`src/rtl/palette_share_arbiter.sv`:
```
// Two-player palette ROM sharing: round-robin lookup arbitration, registered colour
// result with transparency keying and a per-player frame-counted hit flash.

module palette_flash_cnt #(
  parameter logic [5:0] FLASH_FRAMES = 6'd24
) (
  input  logic Clk,
  input  logic Reset_n,
  input  logic i_start,
  input  logic i_tick,
  output logic o_active,
  output logic o_on
);
  logic [5:0] r_cnt;

  // A start pulse beats a same-cycle tick; the count stops at zero.
  always_ff @(posedge Clk or negedge Reset_n) begin
    if (!Reset_n)                     r_cnt <= '0;
    else if (i_start)                 r_cnt <= FLASH_FRAMES;
    else if (i_tick && r_cnt != 6'd0) r_cnt <= r_cnt - 6'd1;
  end

  assign o_active = (r_cnt != 6'd0);
  assign o_on     = o_active && r_cnt[1];
endmodule

module palette_share_arbiter #(
  parameter logic [3:0]  TRANSP_IDX   = 4'd1,
  parameter logic [5:0]  FLASH_FRAMES = 6'd24,
  parameter logic [11:0] FLASH_COLOR  = 12'hFFF
) (
  input  logic        Clk,
  input  logic        Reset_n,
  input  logic [1:0]  req_valid,
  input  logic [7:0]  req_index,
  output logic [1:0]  req_ready,
  output logic [3:0]  pal_index,
  input  logic [11:0] pal_rgb,
  output logic        out_valid,
  input  logic        out_ready,
  output logic        out_id,
  output logic [11:0] out_rgb,
  output logic        out_transparent,
  input  logic        frame_tick,
  input  logic [1:0]  flash_start,
  output logic [1:0]  flash_active
);
  localparam int NUM_PLAYERS = 2;

  logic        r_rr_last;
  logic        r_out_valid;
  logic        r_out_id;
  logic [11:0] r_out_rgb;
  logic        r_out_transp;

  logic                   w_stall;
  logic [1:0]             w_grant;
  logic                   w_xfer;
  logic                   w_gid;
  logic                   w_transp;
  logic [11:0]            w_rgb;
  logic [NUM_PLAYERS-1:0] w_flash_on;

  genvar g;
  generate
    for (g = 0; g < NUM_PLAYERS; g++) begin : g_flash
      palette_flash_cnt #(.FLASH_FRAMES(FLASH_FRAMES)) u_cnt (
        .Clk     (Clk),
        .Reset_n (Reset_n),
        .i_start (flash_start[g]),
        .i_tick  (frame_tick),
        .o_active(flash_active[g]),
        .o_on    (w_flash_on[g])
      );
    end
  endgenerate

  assign w_stall = r_out_valid && !out_ready;

  always_comb begin
    w_grant = 2'b00;
    if (!w_stall) begin
      case (req_valid)
        2'b01:   w_grant = 2'b01;
        2'b10:   w_grant = 2'b10;
        2'b11:   w_grant = r_rr_last ? 2'b01 : 2'b10;
        default: w_grant = 2'b00;
      endcase
    end
  end

  assign req_ready = w_grant;
  assign w_xfer    = |w_grant;
  assign w_gid     = w_grant[1];
  // Idle cycles park the ROM on idx0 so its address stays stable.
  assign pal_index = w_gid ? req_index[7:4] : req_index[3:0];

  assign w_transp = (pal_index == TRANSP_IDX);
  assign w_rgb    = w_transp          ? 12'h000 :
                    w_flash_on[w_gid] ? FLASH_COLOR : pal_rgb;

  always_ff @(posedge Clk or negedge Reset_n) begin
    if (!Reset_n) begin
      r_rr_last    <= 1'b1;
      r_out_valid  <= 1'b0;
      r_out_id     <= 1'b0;
      r_out_rgb    <= '0;
      r_out_transp <= 1'b0;
    end else if (!w_stall) begin
      r_out_valid <= w_xfer;
      if (w_xfer) begin
        r_rr_last    <= w_gid;
        r_out_id     <= w_gid;
        r_out_rgb    <= w_rgb;
        r_out_transp <= w_transp;
      end
    end
  end

  assign out_valid       = r_out_valid;
  assign out_id          = r_out_id;
  assign out_rgb         = r_out_rgb;
  assign out_transparent = r_out_transp;
endmodule

```
`config.mk`:
```
export PLATFORM = sky130hd
export DESIGN_NAME = palette_share_arbiter
export DESIGN_NICKNAME = d
export VERILOG_FILES = /design/src/rtl/palette_share_arbiter.sv
export SDC_FILE = /design/constraint.sdc
export NUM_CORES = 1
export LEC_CHECK = 0
export ABC_CLOCK_PERIOD_IN_PS = 3600
export CAP_MARGIN = 20
export CORE_AREA = 2 2 65 67
export DETAILED_ROUTE_END_ITERATION = 6
export DIE_AREA = 0 0 67 69
export HOLD_SLACK_MARGIN = 0.12
export PLACE_DENSITY = 0.72
export SYNTH_ARGS = -nofsm -noshare
export SYNTH_HDL_FRONTEND = slang
export SYNTH_HIERARCHICAL = 1
export SYNTH_SLANG_ARGS = --single-unit
```
`constraint.sdc`:
```
create_clock -name Clk -period 3.6 [get_ports Clk]
set_input_delay 0.36 -clock Clk [delete_from_list [all_inputs] [get_ports Clk]]
set_output_delay 0.36 -clock Clk [all_outputs]
set_load 0.05 [all_outputs]
```
==> reports/metrics.csv <==
stage;metric;value;unit
die;core_region_area;3910;sq um
pwr;power_density;469;nW/um^2
route;drtIter0Drc;71;
global_route;antenna_found_initial;0;
synthesis;ys_types;38;
clock_network;insertion_delay;280;ps
clock_network;h-tree-depth;1;
timing;rsz0062_at_grt;false;
timing;fin_setup_tns;0;ps
worst_setup_path;worstPathRequired;3240;ps
layout;diodes;0;
synthesis;synth_top_area_frac;0.436;
timing;max_slew_margin;0.573;
worst_setup_path;arrival;2340;ps
layout;stdcell_count;240;
route;routed_via_density;5.55;
synthesis;syn_avg_cell_area;11.0;sq um
layout;drive_above_1_share;0.200;
route;routed_wl;3730;microns
synthesis;syn_area;1550;sq um
layout;final_cell_mix;clkdlybuf4s50_1, dfrtp_1, o221a_2;
placed_design;portBuffers;50;
timing;fin_crit;2700;ps
placed_design;routabilityCongestion;0.862;
clock_network;cts-resized-gates;0;
worst_setup_path;path_class;in2out;
clock_network;cts_buffer_depth;2;
route;drc_errors;0;
clock_network;postCtsSetupRepairBufs;0;
synthesis;yosysWarnings;6;
synthesis;synth_nets;173;
synthesis;synth-seq-cells;28;
synthesis;ys_seq_area_frac;0.453;
worst_setup_path;critPathMaxFanout;9;
synthesis;synthArstFlopShare;1.00;
die;start_util;0.396;
placed_design;dp_cells;236;
layout;fin_nets;223;
synthesis;syn_inst;141;
clock_network;cts_hold_buf;0;
global_route;grt_first_pass_wirelength;6390;microns
clock_network;numCtsBuffers;3;
worst_hold_path;hold_class;in2async;
global_route;grt_max_degree;29;
timing;drv_slew;0;
timing;max_freq;370;MHz
run;drv_cap;0;
synthesis;synth_ff_type;dfrtp_1;
die;rows;23;
timing;finClkSkew;5.56;ps
route;num_vias;1332;
pwr;leakagePower;0.847;nW
die;die_x;67;microns
synthesis;synth_edf_count;0;
global_route;track_usage;0.172;
worst_setup_path;start_kind;input port;
die;die_area;4620;sq um
placed_design;dp_hpwl;2790;microns
global_route;grt-ovfl-total;0;
layout;final_common_cell;clkdlybuf4s50_1;
synthesis;synth_top_area_cell;dfrtp_1;
synthesis;synth_area_leaders;dfrtp_1, o221a_2, mux2_2;
clock_network;clk_pin_slew_worst_paths;100;ps
route;wl_per_cell;15.5;microns
worst_setup_path;end_kind;primary output;
clock_network;cts_num_sinks;28;
clock_network;cts_tree;yes;
die;die_h;69;microns
outcome;outcome;complete, no violations;
pwr;ir_worst_vdd;0.000182;V
clock_network;clockRootBuffer;clkbuf_8;
timing;worst_pin_slew;640;ps
route;drtPass1Iterations;4;
timing;fin_crit_sh;0.751;
worst_setup_path;r2r_setup_slack;1580;ps
die;num_io_pins;51;
global_route;grt_pass1_vias;1425;
timing;final-setup-viol-count;0;
route;antenna_left;0;
layout;syn_to_final_growth;38.3;%
timing;hold_viol;0;
## cell usage after synthesis, drive strengths merged, types with 3 or more instances
cell    instances
o221a          12
a31oi           3
nor2b           4
nor3            7
a21oi           5
o21ai           6
nand3           4
or4b            3
nand2           8
buf             4
ha              4
nand2b          3
dfrtp          27
mux2            6
a211o           4
inv             9
nor2            8
## logic make-up after synthesis
| family | Yosys count | share of synthesized area |
|---|---|---|
| compound gates | 36 | 0.207 |
| simple gates | 52 | 0.211 |
| mux | 6 | 0.0436 |
| buf+inv | 15 | 0.0533 |
| flops | 28 | 0.453 |
| fa+ha+maj | 4 | 0.0323 |
## registers in the layout (all words and copies together) (netlist names)
register             cells
out_transparent          1
out_rgb                 12
r_rr_last                1
out_valid                1
g_flash.u_cnt/r_cnt     12
out_id                   1
## path summary, 6_finish.rpt
| kind | startpoint | to | cells past startpoint |
|---|---|---|---|
| worst max-delay path | req_valid[1] | pal_index[0] | 5 |
| worst min-delay path | Reset_n | g_flash[1].u_cnt/r_cnt[4] | 2 |
| worst max register to register | out_valid | out_rgb[8] | 4 |
| worst min register to register | out_transparent | out_transparent | 2 |
| max in group asynchronous | Reset_n | r_rr_last | 2 |
| min in group Clk | out_transparent | out_transparent | 2 |
## critical path, stage by stage
cell and delay, ps:
clkdlybuf4s50_1 500, a21bo_1 240, nand2b_4 190, mux2_2 240, clkdlybuf4s50_1 800
## metal layers
metal	GRT usage	up-vias	part of all wire
met5	0	-	0
li1	-	626	-
met1	0.212	669	0.41
met4	0.0590	0	0.0072
met2	0.300	35	0.55
met3	0.0245	2	0.036
## power breakdown
| part | switching (W) | internal [W] | total (W) |
|---|---|---|---|
| clock network | 0.000101 | 0.000149 | 0.000250 |
| registers | 0.0000301 | 0.000357 | 0.000387 |
| logic | 0.000218 | 0.000149 | 0.000367 |
## per-stage QoR
| step | setup slack (ps) | utilization | total power [W] | cell area, sq um | hold WS, ps |
|---|---|---|---|---|---|
| 6_report | 898 | 0.548 | 0.00100 | 2140 | 458 |
| 5_1_grt | 835 | 0.548 | 0.00106 | 2140 | 479 |
| 4_1_cts | 900 | 0.548 | 0.00102 | 2140 | 477 |
| 3_5_place_dp | 900 | 0.529 | 0.000761 | 2070 | 506 |
| 3_3_place_gp | 956 | 0.529 | 0.000750 | 2070 | 510 |
| 2_1_floorplan | 1570 | - | 0.000630 | 1550 | 64.4 |
## area by class of cell
| class | count | area, sq um |
|---|---|---|
| timing repair buffer | 51 | 508 |
| inverter | 9 | 33.8 |
| clock buffer | 3 | 41.3 |
| tap | 50 | 62.6 |
| sequential | 28 | 702 |
| multi-input combinational | 98 | 766 |
| fill | 350 | 1770 |
| clock inverter | 1 | 30.0 |
(Power assumes the default switching activity.)
